**src/rtl/periph_pkg.sv**
```systemverilog
// Shared constants for the memory-mapped peripheral block: register byte offsets,
// TCON bit positions and the offset-to-register decode helper.
package periph_pkg;

  localparam logic [31:0] BASE_ADDR = 32'h4000_0000;

  localparam logic [4:0] OFS_TH      = 5'h00;
  localparam logic [4:0] OFS_TL      = 5'h04;
  localparam logic [4:0] OFS_TCON    = 5'h08;
  localparam logic [4:0] OFS_LED     = 5'h0C;
  localparam logic [4:0] OFS_SWITCH  = 5'h10;
  localparam logic [4:0] OFS_DIGI    = 5'h14;
  localparam logic [4:0] OFS_SYSTICK = 5'h18;

  localparam int TCON_EN = 0;
  localparam int TCON_IE = 1;
  localparam int TCON_IS = 2;

  typedef enum logic [2:0] {
    REG_TH,
    REG_TL,
    REG_TCON,
    REG_LED,
    REG_SWITCH,
    REG_DIGI,
    REG_SYSTICK,
    REG_NONE
  } reg_e;

  // Byte offset within the window -> register; byte lane bits are ignored.
  function automatic reg_e decode_offset(input logic [4:0] ofs, input logic systick_en);
    reg_e r;
    r = REG_NONE;
    case (ofs[4:2])
      OFS_TH[4:2]:      r = REG_TH;
      OFS_TL[4:2]:      r = REG_TL;
      OFS_TCON[4:2]:    r = REG_TCON;
      OFS_LED[4:2]:     r = REG_LED;
      OFS_SWITCH[4:2]:  r = REG_SWITCH;
      OFS_DIGI[4:2]:    r = REG_DIGI;
      OFS_SYSTICK[4:2]: r = systick_en ? REG_SYSTICK : REG_NONE;
      default:          r = REG_NONE;
    endcase
    return r;
  endfunction

endpackage

```
**src/rtl/peripheral_bus_if.sv**
```systemverilog
// CPU data-memory port as seen by the peripheral block: address, store data,
// load/store strobes and the combinational load data returned to the CPU.
interface peripheral_bus_if;
  logic [31:0] Address;
  logic [31:0] Write_data;
  logic        MemRead;
  logic        MemWrite;
  logic [31:0] Read_data;

  modport master (output Address, output Write_data, output MemRead, output MemWrite,
                  input  Read_data);
  modport slave  (input  Address, input  Write_data, input  MemRead, input  MemWrite,
                  output Read_data);
endinterface

```
**src/rtl/periph_timer.sv**
```systemverilog
// Reloading 32-bit timer: TH reload value, TL up-counter, TCON control/status.
// Raises a level interrupt when TL overflows with the interrupt enabled.
module periph_timer
  import periph_pkg::*;
(
  input  logic        clk,
  input  logic        reset,
  input  logic        wr_th_i,
  input  logic        wr_tl_i,
  input  logic        wr_tcon_i,
  input  logic [31:0] wdata_i,
  output logic [31:0] th_o,
  output logic [31:0] tl_o,
  output logic [2:0]  tcon_o,
  output logic        irq_o
);

  logic [31:0] th_q, th_d;
  logic [31:0] tl_q, tl_d;
  logic [2:0]  tcon_q, tcon_d;
  logic        overflow;

  assign overflow = tcon_q[TCON_EN] && (tl_q == 32'hFFFF_FFFF);

  // NOTE: every signal assigned in always_comb gets a default first, so no path leaves it
  // unassigned and no latch is inferred.
  always_comb begin
    th_d   = wr_th_i ? wdata_i : th_q;

    tl_d   = tl_q;
    if (wr_tl_i) begin
      tl_d = wdata_i;
    end else if (tcon_q[TCON_EN]) begin
      // Reload takes the TH currently held, even if TH is being written this same edge.
      tl_d = overflow ? th_q : tl_q + 32'd1;
    end

    tcon_d = wr_tcon_i ? wdata_i[2:0] : tcon_q;
    // A software clear of the status bit loses to an overflow on the same edge.
    if (overflow && tcon_q[TCON_IE]) begin
      tcon_d[TCON_IS] = 1'b1;
    end
  end

  // NOTE: state registers use non-blocking assignments so every flop samples the
  // pre-edge values, independent of statement order.
  always_ff @(posedge clk or posedge reset) begin
    if (reset) begin
      th_q   <= '0;
      tl_q   <= '0;
      tcon_q <= '0;
    end else begin
      th_q   <= th_d;
      tl_q   <= tl_d;
      tcon_q <= tcon_d;
    end
  end

  assign th_o   = th_q;
  assign tl_o   = tl_q;
  assign tcon_o = tcon_q;
  assign irq_o  = tcon_q[TCON_IE] & tcon_q[TCON_IS];

endmodule

```
**src/rtl/peripheral_bus.sv**
```systemverilog
// Peripheral responder for the CPU data port: address decode, read mux, LED/DIGI registers.
// Define PERIPH_SYSTICK_EN to add a free-running SYSTICK counter at offset 0x18.
module peripheral_bus
  import periph_pkg::*;
#(
  parameter logic [31:0] BASE_ADDR_P = BASE_ADDR,
  parameter int          LED_W       = 8,
  parameter int          SW_W        = 8,
  parameter int          DIGI_W      = 12
) (
  input  logic              clk,
  input  logic              reset,
  peripheral_bus_if.slave   bus,
  input  logic [SW_W-1:0]   switch,
  output logic [LED_W-1:0]  led,
  output logic [DIGI_W-1:0] digi,
  output logic              irqout
);

`ifdef PERIPH_SYSTICK_EN
  localparam logic SYSTICK_EN = 1'b1;
`else
  localparam logic SYSTICK_EN = 1'b0;
`endif

  logic              in_window;
  reg_e              sel;
  logic [LED_W-1:0]  led_q;
  logic [DIGI_W-1:0] digi_q;
  logic [31:0]       th, tl;
  logic [2:0]        tcon;
  logic [31:0]       systick;
  logic [1:0]        unused_byte_lane;

  assign unused_byte_lane = bus.Address[1:0];
  assign in_window = (bus.Address[31:5] == BASE_ADDR_P[31:5]);
  assign sel       = in_window ? decode_offset(bus.Address[4:0], SYSTICK_EN) : REG_NONE;

  periph_timer u_timer (
    .clk       (clk),
    .reset     (reset),
    .wr_th_i   (bus.MemWrite && sel == REG_TH),
    .wr_tl_i   (bus.MemWrite && sel == REG_TL),
    .wr_tcon_i (bus.MemWrite && sel == REG_TCON),
    .wdata_i   (bus.Write_data),
    .th_o      (th),
    .tl_o      (tl),
    .tcon_o    (tcon),
    .irq_o     (irqout)
  );

  always_ff @(posedge clk or posedge reset) begin
    if (reset) begin
      led_q  <= '0;
      digi_q <= '0;
    end else if (bus.MemWrite) begin
      if (sel == REG_LED)  led_q  <= bus.Write_data[LED_W-1:0];
      if (sel == REG_DIGI) digi_q <= bus.Write_data[DIGI_W-1:0];
    end
  end

`ifdef PERIPH_SYSTICK_EN
  logic [31:0] systick_q;

  always_ff @(posedge clk or posedge reset) begin
    if (reset) systick_q <= '0;
    else       systick_q <= systick_q + 32'd1;
  end

  assign systick = systick_q;
`else
  assign systick = '0;
`endif

  // Reads are combinational, so a simultaneous store is seen only from the next cycle.
  always_comb begin
    bus.Read_data = '0;
    if (bus.MemRead) begin
      case (sel)
        REG_TH:      bus.Read_data = th;
        REG_TL:      bus.Read_data = tl;
        REG_TCON:    bus.Read_data = 32'(tcon);
        REG_LED:     bus.Read_data = 32'(led_q);
        REG_SWITCH:  bus.Read_data = 32'(switch);
        REG_DIGI:    bus.Read_data = 32'(digi_q);
        REG_SYSTICK: bus.Read_data = systick;
        default:     bus.Read_data = '0;
      endcase
    end
  end

  assign led  = led_q;
  assign digi = digi_q;

endmodule
```
**src/flat_wrapper.sv**
```systemverilog
// flat-port wrapper written by rule: the top's interface ports become plain ports
module peripheral_bus_flat import periph_pkg::*;
#(
  parameter logic [31:0] BASE_ADDR_P = BASE_ADDR,
  parameter int          LED_W       = 8,
  parameter int          SW_W        = 8,
  parameter int          DIGI_W      = 12
)
  (clk, reset, switch, led, digi, irqout, bus_Address, bus_Write_data, bus_MemRead, bus_MemWrite, bus_Read_data);
  peripheral_bus_if bus_i ();
  input  logic clk;
  input  logic reset;
  input  logic [SW_W-1:0] switch;
  output logic [LED_W-1:0] led;
  output logic [DIGI_W-1:0] digi;
  output logic irqout;
  input wire logic [$bits(bus_i.Address)-1:0] bus_Address;
  input wire logic [$bits(bus_i.Write_data)-1:0] bus_Write_data;
  input wire logic [$bits(bus_i.MemRead)-1:0] bus_MemRead;
  input wire logic [$bits(bus_i.MemWrite)-1:0] bus_MemWrite;
  output wire logic [$bits(bus_i.Read_data)-1:0] bus_Read_data;
  assign bus_i.Address = bus_Address;
  assign bus_i.Write_data = bus_Write_data;
  assign bus_i.MemRead = bus_MemRead;
  assign bus_i.MemWrite = bus_MemWrite;
  assign bus_Read_data = bus_i.Read_data;
  peripheral_bus #(.BASE_ADDR_P(BASE_ADDR_P), .LED_W(LED_W), .SW_W(SW_W), .DIGI_W(DIGI_W)) u_core (.clk(clk), .reset(reset), .bus(bus_i), .switch(switch), .led(led), .digi(digi), .irqout(irqout));
endmodule
```
**config.mk**
```make
export PLATFORM = sky130hd
export DESIGN_NAME = peripheral_bus_flat
export DESIGN_NICKNAME = d
export VERILOG_FILES = /design/src/rtl/periph_pkg.sv /design/src/rtl/peripheral_bus_if.sv /design/src/rtl/periph_timer.sv /design/src/rtl/peripheral_bus.sv /design/src/flat_wrapper.sv
export SDC_FILE = /design/constraint.sdc
export NUM_CORES = 1
export LEC_CHECK = 0
export ABC_AREA = 1
export CAP_MARGIN = 20
export CORE_ASPECT_RATIO = 2
export CORE_MARGIN = 2
export CORE_UTILIZATION = 52
export CTS_BUF_LIST = sky130_fd_sc_hd__clkbuf_4 sky130_fd_sc_hd__clkbuf_8 sky130_fd_sc_hd__clkbuf_16
export CTS_CLUSTER_DIAMETER = 40
export CTS_CLUSTER_SIZE = 20
export DETAILED_ROUTE_END_ITERATION = 7
export GPL_TIMING_DRIVEN = 0
export HOLD_SLACK_MARGIN = 0.12
export PLACE_DENSITY = 0.93
export SLEW_MARGIN = 20
export SYNTH_ARGS = -nofsm -noshare
export SYNTH_HDL_FRONTEND = slang
export SYNTH_SLANG_ARGS = --single-unit
```
**constraint.sdc**
```tcl
create_clock -name clk -period 4 [get_ports clk]
set_clock_uncertainty 0.05 [all_clocks]
set_input_delay 0.8 -clock clk [delete_from_list [all_inputs] [get_ports clk]]
set_output_delay 0.8 -clock clk [all_outputs]
set_load 0.005 [all_outputs]
```
# [Yosys cells after proc, flatten, opt, wreduce, memory -nomap -nowiden]
# Index checks and enable logic that the tools add are counted.
# Widths: inputs -> output; s select.
[op_classes] n_reduce_logical=11 add_sub_neg=1 n_bitwise=1 n_eq_ne=12 n_mux=9
[ops] cell="$pmux 32 s6" n=1
[ops] cell="$mux 32" n=4
[ops] cell="$add 32x1->32 const B" n=1
[ops] cell="$eq 32x32->1 const B" n=1
[ops] cell="$eq 27x26->1 const B" n=1
[ops] cell="$pmux 3 s6" n=1
[ops] cell="$eq 3x2->1 const B" n=4
[ops] cell="$eq 3x3->1 const B" n=4
[ops] cell="$eq 3x1->1 const B" n=2
[ops] cell="$logic_not 3->1" n=2
[ops] cell="$mux 3" n=2
[ops] cell="$logic_and 1x1->1" n=5
[ops] cell="$reduce_and 2->1" n=2
[ops] cell="$reduce_bool 2->1" n=2
[ops] cell="$and 1x1->1" n=1
[ops] cell="$mux 1" n=1
[totals] out_inout_bits=53 in_bits=76 register_bits=87

# [Logic depth before layout (Yosys ltp)]
# Gate-level depths: netlist of the first run.
[depth] ltp_word=7 depth_mapped=12 mapped_depth_nobuf=12

# [Hierarchy]
# A second synthesis of the first run with hierarchy kept.
[unflattened] hier_cells=944 hier_area_um2=6303.5
[by_module_without_submodules] mod="periph_timer" cells_each=590 instances=1 area_per_inst_um2=4212.8 seq_area_each_um2=1676.6
[by_module_without_submodules] mod="peripheral_bus" cells_each=354 instances=1 area_per_inst_um2=2090.8 seq_area_each_um2=500.5

# [Worst setup path before layout of the first run]
# OpenSTA, ideal clock, no wires.
[synth_path] kind="input to output" from="in bus_Address[6]" to="out bus_Read_data[29]" t_required_ps=3150 stages=11 setup_slack_ps=1100 path_buffers=2 arrival_ps=2050 path_cell_list="inv_1 > nand2_1 > nor2_1 > nand3_2 > nor2_8 > nand4_4 > inv_2 > buf_4 > buf_6 > a22oi_1 > nor2_1"
[synth_via] elab_chain_cells=5
[synth_rtl] item="start, declared" line="flat_wrapper.sv:17" source="input wire logic [$bits(bus_i.Address)-1:0] bus_Address;"
[synth_rtl] item="$eq 27x26->1 *" line="peripheral_bus.sv:36" source="assign in_window = (bus.Address[31:5] == BASE_ADDR_P[31:5]);"
[synth_rtl] item="$mux 3 *" line="peripheral_bus.sv:37" source="assign sel = in_window ? decode_offset(bus.Address[4:0], SYSTICK_EN) : REG_NONE;"
[synth_rtl] item="$eq 3x3->1, or another cell as far along" line="peripheral_bus.sv:79" source="case (sel)"
[synth_rtl] item="$pmux 32 s6 *" line="peripheral_bus.sv:79"
[synth_rtl] item="$mux 32 *" line="peripheral_bus.sv:78" source="if (bus.MemRead) begin"
[synth_rtl] item="end, declared" line="flat_wrapper.sv:21" source="output wire logic [$bits(bus_i.Read_data)-1:0] bus_Read_data;"
# Mark *: on every way between the ends. The rest lies on a longest branch, timed or not.

# [Worst setup path after layout of the first run]
[layout_path] from="in bus_Address[26]" to="out bus_Read_data[23]"
# The elaborated chain is that of the path after synthesis.

==> impl_summary.txt, run 1 <==
----------------------------------------------------
[Status]
  Result of the run ... finished, final reports clean

[Layout]
  Share of post-route cells with drive strength above 1 ... 9.26%
  Number of diodes added for antenna fixing ... 0
  Final-stage net count ... 1,076
  Filler cell count in the final layout ... 854
  Syn-to-layout area delta ... 33.9%
  Layout Utilization ... 71.2%

[Setup path]
  Critical path data required time ... 3.15 ns
  Biggest cell delay along the critical path ... 0.51 ns
  Critical path fanouts, max ... 10
  Worst path slowest cell ... sky130_fd_sc_hd__clkdlybuf4s50_1
  Top cell by count, worst path ... sky130_fd_sc_hd__nor2_1
  Worst-path cell chain ... clkdlybuf4s50_1, nor2_1, nand2_1, nor2_1, nand2_2, nor2_8, nand4_4, inv_2, buf_6, buf_8, a22oi_1, nor2_1, clkdlybuf4s50_1
  Critical path endpoint category ... primary output
  Startpoint Class ... primary input
  Dominant delay contributor by cell family on the critical path ... buffers and inverters
  Worst endpoint data arrival time ... 3.03 ns
  Critical path type ... primary input to primary output
  Buffer and inverter count on the worst path ... 5

[Logic synthesis]
  Share of synthesized area occupied by flip-flops and latches ... 37.4%
  Post-synth net total ... 931
  Leading post-synthesis cells by instance count ... sky130_fd_sc_hd__nand2_1 (289), sky130_fd_sc_hd__nor2_1 (116), sky130_fd_sc_hd__dfrtp_1 (87)
  #FFs+latches synth ... 87
  Yosys top cell by area ... sky130_fd_sc_hd__dfrtp_1
  Largest cells by area after synthesis ... sky130_fd_sc_hd__dfrtp_1 (37%), sky130_fd_sc_hd__nand2_1 (19%), sky130_fd_sc_hd__nor2_1 (7.5%)
  Cell area after technology mapping ... 5820 um2
  Number of distinct library cells after synthesis ... 33
  Dominant synthesized flop cell ... sky130_fd_sc_hd__dfrtp_1
  Area share of the largest cell type after synthesis ... 37.4%
  Post-Syn Instances ... 854
  Yosys warning total ... 0
  Count leader, synth ... sky130_fd_sc_hd__nand2_1
  Proportion of synthesized flip-flops having asynchronous set or reset ... 100%
  Mean area per synthesized cell ... 6.82 um2
  Post-synth EDFFs ... 0

[CTS]
  Largest buffer count on any clock path ... 2
  CTS H-tree depth ... 3
  Clock tree root buffer cell ... sky130_fd_sc_hd__clkbuf_16
  Hold-fix buffer count after cts ... 0
  Clk Latency, worst-skew pair ... 0.35 ns
  CTS Buf Count ... 9
  CTS tree ... yes
  Clock transition at the registers of the reported paths ... 0.07 ns
  Clock sink count ... 87

[Run]
  Max-cap viol count ... 0

[Timing]
  Final total negative setup slack ... 0 ns
  Final count of hold timing violations ... 0
  Post-route clock period utilization ... 97.0%
  Max Freq ... 258 MHz
  Final setup violation count ... 0
  Min setup slack post-route ... 0.118 ns
  Worst slew slack as a fraction of its limit ... 44.0%
  Slew at the pin closest to its max-slew limit ... 0.834 ns
  Final hold slack ... 0.450 ns
  Post-layout minimum cycle time ... 3.88 ns
  Max Transition Viols Final ... 0

[Min path]
  Worst Hold Class ... register to register

[Die]
  DIE WIDTH ... 78.8 um
  Area inside the core boundary ... 10,900 um2
  Height of the die ... 154 um
  Number of top-level design ports ... 129
  Starting Density ... 53.2%
  Number of placement rows ... 54
  Die area ... 12,100 um2

[Route]
  Length of the first detailed-routing pass in iterations ... 6
  Vias per cell ... 5.73
  ANT nets after route ... 0
  Via count of the routed design ... 6,559
  Routed wirelength normalized by instance count ... 17.5 um
  Detailed Route WL ... 20,000 um
  DRC violation count after routing ... 0
  Detailed Route Iter0 Violations ... 697

[Place]
  Final Wtd Congestion ... 0.999
  Post-DP HPWL ... 14,600 um
  # port buffers ... 125
  Placement-stage worst setup slack ... -0.253 ns

[Power]
  Total design power ... 2020 uW
  Maximum vdd drop ... 288 uV
  Lkg Pwr ... 0.00366 uW
  Power Density ... 260 nW/um2

[GRT]
  Number of global-route vias before repair ... 6,609
  Initial antenna violation count ... 0
  Global-route wire length before repair ... 32,000 um
  Pin count of the biggest net entering global routing ... 60
  Global-route total usage across every layer ... 33.9%
  Final global-route overflow total ... 0

----------------------------------------------------
state kept, by name (all words and copies together) (netlist names):
register,cells
u_core.digi,12
u_core.led,8
u_core.u_timer.tcon_o,3
u_core.u_timer.th_o,32
u_core.u_timer.tl_o,32
final cells by class:
class	instances	area (um2)	area share, %
buffer	34	269	3.45
clock buffer	11	246	3.16
clock inverter	5	105	1.35
inverter	90	350	4.49
multi-input combinational	643	3110	39.9
sequential	87	2180	27.9
tap	140	175	2.25
timing repair buffer	133	1360	17.4
timing repair inverter	1	5.00	0.0642
final timing paths:
path / start / to / slack [ns] / depth (start not counted)
worst max-delay path: bus_Address[26] / bus_Read_data[23] / 0.12 / 13
worst min-delay path: u_core.u_timer.th_o[14] / u_core.u_timer.th_o[14] / 0.45 / 2
worst max register to register: u_core.u_timer.tl_o[0] / u_core.u_timer.tl_o[26] / 1.62 / 11
worst min register to register: u_core.u_timer.th_o[14] / u_core.u_timer.th_o[14] / 0.45 / 2
max in group asynchronous: reset / u_core.u_timer.tl_o[6] / 2.50 / 3
min in group asynchronous: reset / u_core.u_timer.th_o[23] / 0.75 / 2
placed cells by master, fill, tap and decap left out, types with 6 or more instances in the layout:
master                            netlist  final
sky130_fd_sc_hd__nand2_1              289    285
sky130_fd_sc_hd__clkdlybuf4s50_1        0    116
sky130_fd_sc_hd__nor2_1               116    111
sky130_fd_sc_hd__dfrtp_1               87     87
sky130_fd_sc_hd__inv_1                 84     81
sky130_fd_sc_hd__nand3_1               73     73
sky130_fd_sc_hd__o21ai_1               25     25
sky130_fd_sc_hd__o21ai_0               24     24
sky130_fd_sc_hd__a22oi_1               21     21
sky130_fd_sc_hd__o211ai_1              16     16
sky130_fd_sc_hd__buf_6                  9     12
sky130_fd_sc_hd__buf_4                  5     12
sky130_fd_sc_hd__nand4_1               12     12
sky130_fd_sc_hd__xnor2_1               12     12
sky130_fd_sc_hd__nor3_1                11     11
sky130_fd_sc_hd__xor2_1                11     11
sky130_fd_sc_hd__buf_2                 14      9
sky130_fd_sc_hd__clkbuf_16              0      9
sky130_fd_sc_hd__dlymetal6s2s_1         0      9
sky130_fd_sc_hd__a21oi_1                7      7
sky130_fd_sc_hd__nand2_2                3      6
metrics by stage:
step / cell area (um2) / std cells
floorplan: 5820 / 854
finish: 7800 / 1144
CTS: 7690 / 1138
global placement: 7250 / 1119
global route: 7800 / 1144
detailed placement: 7280 / 1120
per-layer routing:
layer	global-route usage [%]	up-vias	routed length, um
met3	5.46	115	1400
li1	-	3016	-
met4	24.1	0	1490
met5	0	-	0
met1	35.8	3015	6540
met2	59.5	413	10600
cell families after synthesis:
| kind of cell | after synthesis | share of synthesized area, % |
|---|---|---|
| fa+ha+maj | 1 | 0.215 |
| buf+inv | 124 | 9.77 |
| simple gates | 526 | 39.6 |
| compound gates | 93 | 9.58 |
| flops | 87 | 37.4 |
| xor+xnor | 23 | 3.46 |
where the power goes:
group          leakage, uW  switching (uW)  internal (uW)
sequential         0.00119          0.0514            879
clock             0.000165             371            635
combinational      0.00231            67.0           71.4
total              0.00366             438           1590
repair_timing:
item | CTS | global route
endpoints found under the setup margin | 32 | 32
buffers inserted | 2 | 5
pin swaps | 1 | 11
gates cloned | 0 | 1
resized for setup | 15 | 26
worst min-delay path, delay by kind of cell, from the launching register on:
family / cells / cell delay (ns)
flip-flops: 1 / 0.37
AND/OR/NAND/NOR: 2 / 0.11
Note: power is estimated with default switching activity, not from simulation.
==> inputs of run 2 (changes only) <==
--- a/config.mk
+++ b/config.mk
@@ -9,7 +9,7 @@
 export CAP_MARGIN = 20
 export CORE_ASPECT_RATIO = 2
 export CORE_MARGIN = 2
-export CORE_UTILIZATION = 52
+export CORE_UTILIZATION = 53
 export CTS_BUF_LIST = sky130_fd_sc_hd__clkbuf_4 sky130_fd_sc_hd__clkbuf_8 sky130_fd_sc_hd__clkbuf_16
 export CTS_CLUSTER_DIAMETER = 40
 export CTS_CLUSTER_SIZE = 20
@@ -20,4 +20,5 @@
 export SLEW_MARGIN = 20
 export SYNTH_ARGS = -nofsm -noshare
 export SYNTH_HDL_FRONTEND = slang
+export SYNTH_HIERARCHICAL = 1
 export SYNTH_SLANG_ARGS = --single-unit
==> impl_summary.txt, run 2 <==
----------------------------------------------------
[Route]
  Routed wirelength normalized by instance count ... 17.6 um
  Length of the first detailed-routing pass in iterations ... 5
  ANT nets after route ... 0
  DRC violation count after routing ... 0
  Detailed Route WL ... 21,800 um
  Detailed Route Iter0 Violations ... 587
  Vias per cell ... 5.64
  Via count of the routed design ... 6,985

[Logic synthesis]
  Post-synth EDFFs ... 0
  Area share of and/or/nand/nor cells after synthesis ... 40.3%
  Dominant synthesized flop cell ... sky130_fd_sc_hd__dfrtp_1
  Yosys warning total ... 6
  Post-synth net total ... 1,021
  Mean area per synthesized cell ... 6.68 um2
  Combinational family with the most area after synthesis ... simple AND/OR/NAND/NOR gates
  Area share of the largest cell type after synthesis ... 34.5%
  Post-Syn Instances ... 944
  Cell area after technology mapping ... 6300 um2
  Largest cells by area after synthesis ... sky130_fd_sc_hd__dfrtp_1 (35%), sky130_fd_sc_hd__nand2_1 (18%), sky130_fd_sc_hd__inv_1 (7.6%)
  #FFs+latches synth ... 87
  Mux contribution to synthesized area ... 0.337%
  Xor/xnor share of the synthesized area ... 0.973%
  Fraction of the mapped netlist area in adder cells ... 0.198%
  Area fraction in compound gates after synthesis ... 11.5%
  Leading post-synthesis cells by instance count ... sky130_fd_sc_hd__nand2_1 (306), sky130_fd_sc_hd__inv_1 (128), sky130_fd_sc_hd__nor2_1 (106)
  Proportion of synthesized flip-flops having asynchronous set or reset ... 100%
  Number of distinct library cells after synthesis ... 38
  Yosys top cell by area ... sky130_fd_sc_hd__dfrtp_1
  Count leader, synth ... sky130_fd_sc_hd__nand2_1
  Share of synthesized area occupied by flip-flops and latches ... 34.5%

[GRT]
  Number of global-route vias before repair ... 6,885
  Global-route total usage across every layer ... 33.9%
  Global-route wire length before repair ... 32,700 um
  Initial antenna violation count ... 0
  Final global-route overflow total ... 0
  Pin count of the biggest net entering global routing ... 41

[Setup path]
  Startpoint Class ... primary input
  Dominant delay contributor by cell family on the critical path ... buffers and inverters
  Critical path fanouts, max ... 7
  Critical path type ... primary input to primary output
  Worst endpoint data arrival time ... 3.08 ns
  Worst-path cell chain ... clkdlybuf4s50_1, inv_1, nand2_1, nor2_2, nand3b_1, nor2_4, buf_6, nand4_2, nor2_1, nor2_1, a21oi_1, clkdlybuf4s50_1
  Worst path slowest cell ... sky130_fd_sc_hd__clkdlybuf4s50_1
  Biggest cell delay along the critical path ... 0.52 ns
  Critical path endpoint category ... primary output
  Buffer and inverter count on the worst path ... 4
  Critical path data required time ... 3.15 ns

[CTS]
  CTS Buf Count ... 9
  Clock sink count ... 87
  Clock tree root buffer cell ... sky130_fd_sc_hd__clkbuf_16
  Clk Latency, worst-skew pair ... 0.34 ns
  Clock transition at the registers of the reported paths ... 0.06 ns
  CTS tree ... yes
  Largest buffer count on any clock path ... 2
  CTS H-tree depth ... 3

[Layout]
  Share of post-route cells with drive strength above 1 ... 10.9%
  Final-stage net count ... 1,166
  Most common cell after layout, fill and taps aside ... sky130_fd_sc_hd__nand2_1
  Number of diodes added for antenna fixing ... 0
  Commonest non-fill, non-tap cells in the layout ... sky130_fd_sc_hd__nand2_1 (306), sky130_fd_sc_hd__inv_1 (127), sky130_fd_sc_hd__clkdlybuf4s50_1 (113)
  Filler cell count in the final layout ... 966
  Syn-to-layout area delta ... 30.9%

[Timing]
  Final count of hold timing violations ... 0
  Slew at the pin closest to its max-slew limit ... 0.836 ns
  Max Transition Viols Final ... 0
  Final hold slack ... 0.464 ns
  Max Freq ... 254 MHz
  Post-route clock period utilization ... 98.3%
  Post-layout minimum cycle time ... 3.93 ns
  RSZ-0062 raised after global routing ... true
  Final setup violation count ... 0
  Worst slew slack as a fraction of its limit ... 44.2%

[Place]
  Post-DP HPWL ... 16,400 um
  Final Wtd Congestion ... 1.02
  # port buffers ... 125

[Die]
  Height of the die ... 158 um
  DIE WIDTH ... 81.1 um
  Number of placement rows ... 56
  Area inside the core boundary ... 11,600 um2
  Die area ... 12,800 um2
  Starting Density ... 54.2%
  Number of top-level design ports ... 129

[Power]
  Power Density ... 238 nW/um2
  Maximum vdd drop ... 218 uV
  Lkg Pwr ... 0.00411 uW
  Total design power ... 1960 uW

[Min path]
  Worst Hold Class ... register to register

[Run]
  Max-cap viol count ... 0

[Status]
  Result of the run ... finished, final reports clean

----------------------------------------------------
-- run 2: cell type report --
class                           count  area (um2)  area share (%)
Inverter                          135         512            6.20
Clock inverter                      4        77.6           0.940
Tap cell                          145         181            2.20
Sequential cell                    87        2180            26.4
Clock buffer                       12         260            3.15
Buffer                             42         284            3.44
Multi-Input combinational cell    680        3380            41.0
Timing Repair Buffer              134        1380            16.7
-- run 2: worst min-delay path, delay by kind of cell (launching register included) --
family | cells | cell delay (ns)
compound gates | 1 | 0.05
flops | 1 | 0.36
simple gates | 1 | 0.07
-- run 2: where the power goes --
group	total (uW)	switching (uW)	internal [uW]
combinational	136	65.0	70.8
clock	949	358	591
sequential	880	0.0516	880
-- run 2: cells by family after synthesis --
family          Yosys count
buf+inv                 177
mux                       2
xor+xnor                  7
simple gates            556
compound gates          114
flops                    87
fa+ha+maj                 1
-- run 2: path summary, 6_finish.rpt --
path	startpoint	cells after the start	end	slack [ns]
max in group asynchronous	reset	2	u_core/led[2]	2.42
max reg2reg	u_core/u_timer/tl_o[0]	10	u_core/u_timer/tl_o[0]	1.86
max	bus_Address[29]	12	bus_Read_data[3]	0.07
min reg2reg	u_core/digi[2]	2	u_core/digi[2]	0.46
min in group asynchronous	reset	2	u_core/u_timer/th_o[13]	0.78
min	u_core/digi[2]	2	u_core/digi[2]	0.46
-- run 2: through the flow --
stage                     TNS (ns)  worst slack [ns]  util [%]  cell area [um2]  cells
after floorplan                  0              1.19         -             6300    944
after global placement       -1.17            -0.113      66.5             7740   1214
after detailed placement     -1.33            -0.124      66.7             7760   1215
after CTS                        0           0.00460      69.8             8110   1233
after global routing        -0.209           -0.0914      71.0             8250   1239
final                            0            0.0669      71.0             8250   1239
-- run 2: per-layer routing --
metal / track usage [%] / share of wire [%]
met1: 32.2 / 32
met2: 64.0 / 55
met3: 4.45 / 6.3
met4: 23.6 / 6.1
met5: 0 / 0
-- run 2: timing repair --
item / in CTS / in global routing
hold buffers: 0 / 0
pin swaps: 0 / 5
setup endpoints to repair: 24 / 30
gates resized for setup: 1 / 28
setup buffers: 2 / 5
cloned: 0 / 1
==> inputs of run 3 (changes only) <==
--- a/config.mk
+++ b/config.mk
@@ -6,10 +6,9 @@
 export NUM_CORES = 1
 export LEC_CHECK = 0
 export ABC_AREA = 1
-export CAP_MARGIN = 20
 export CORE_ASPECT_RATIO = 2
 export CORE_MARGIN = 2
-export CORE_UTILIZATION = 53
+export CORE_UTILIZATION = 52
 export CTS_BUF_LIST = sky130_fd_sc_hd__clkbuf_4 sky130_fd_sc_hd__clkbuf_8 sky130_fd_sc_hd__clkbuf_16
 export CTS_CLUSTER_DIAMETER = 40
 export CTS_CLUSTER_SIZE = 20
@@ -20,5 +19,4 @@
 export SLEW_MARGIN = 20
 export SYNTH_ARGS = -nofsm -noshare
 export SYNTH_HDL_FRONTEND = slang
-export SYNTH_HIERARCHICAL = 1
 export SYNTH_SLANG_ARGS = --single-unit
==> results of run 3 <==
Same layout as run 1: the final DEF is identical, and so are final timing and power.
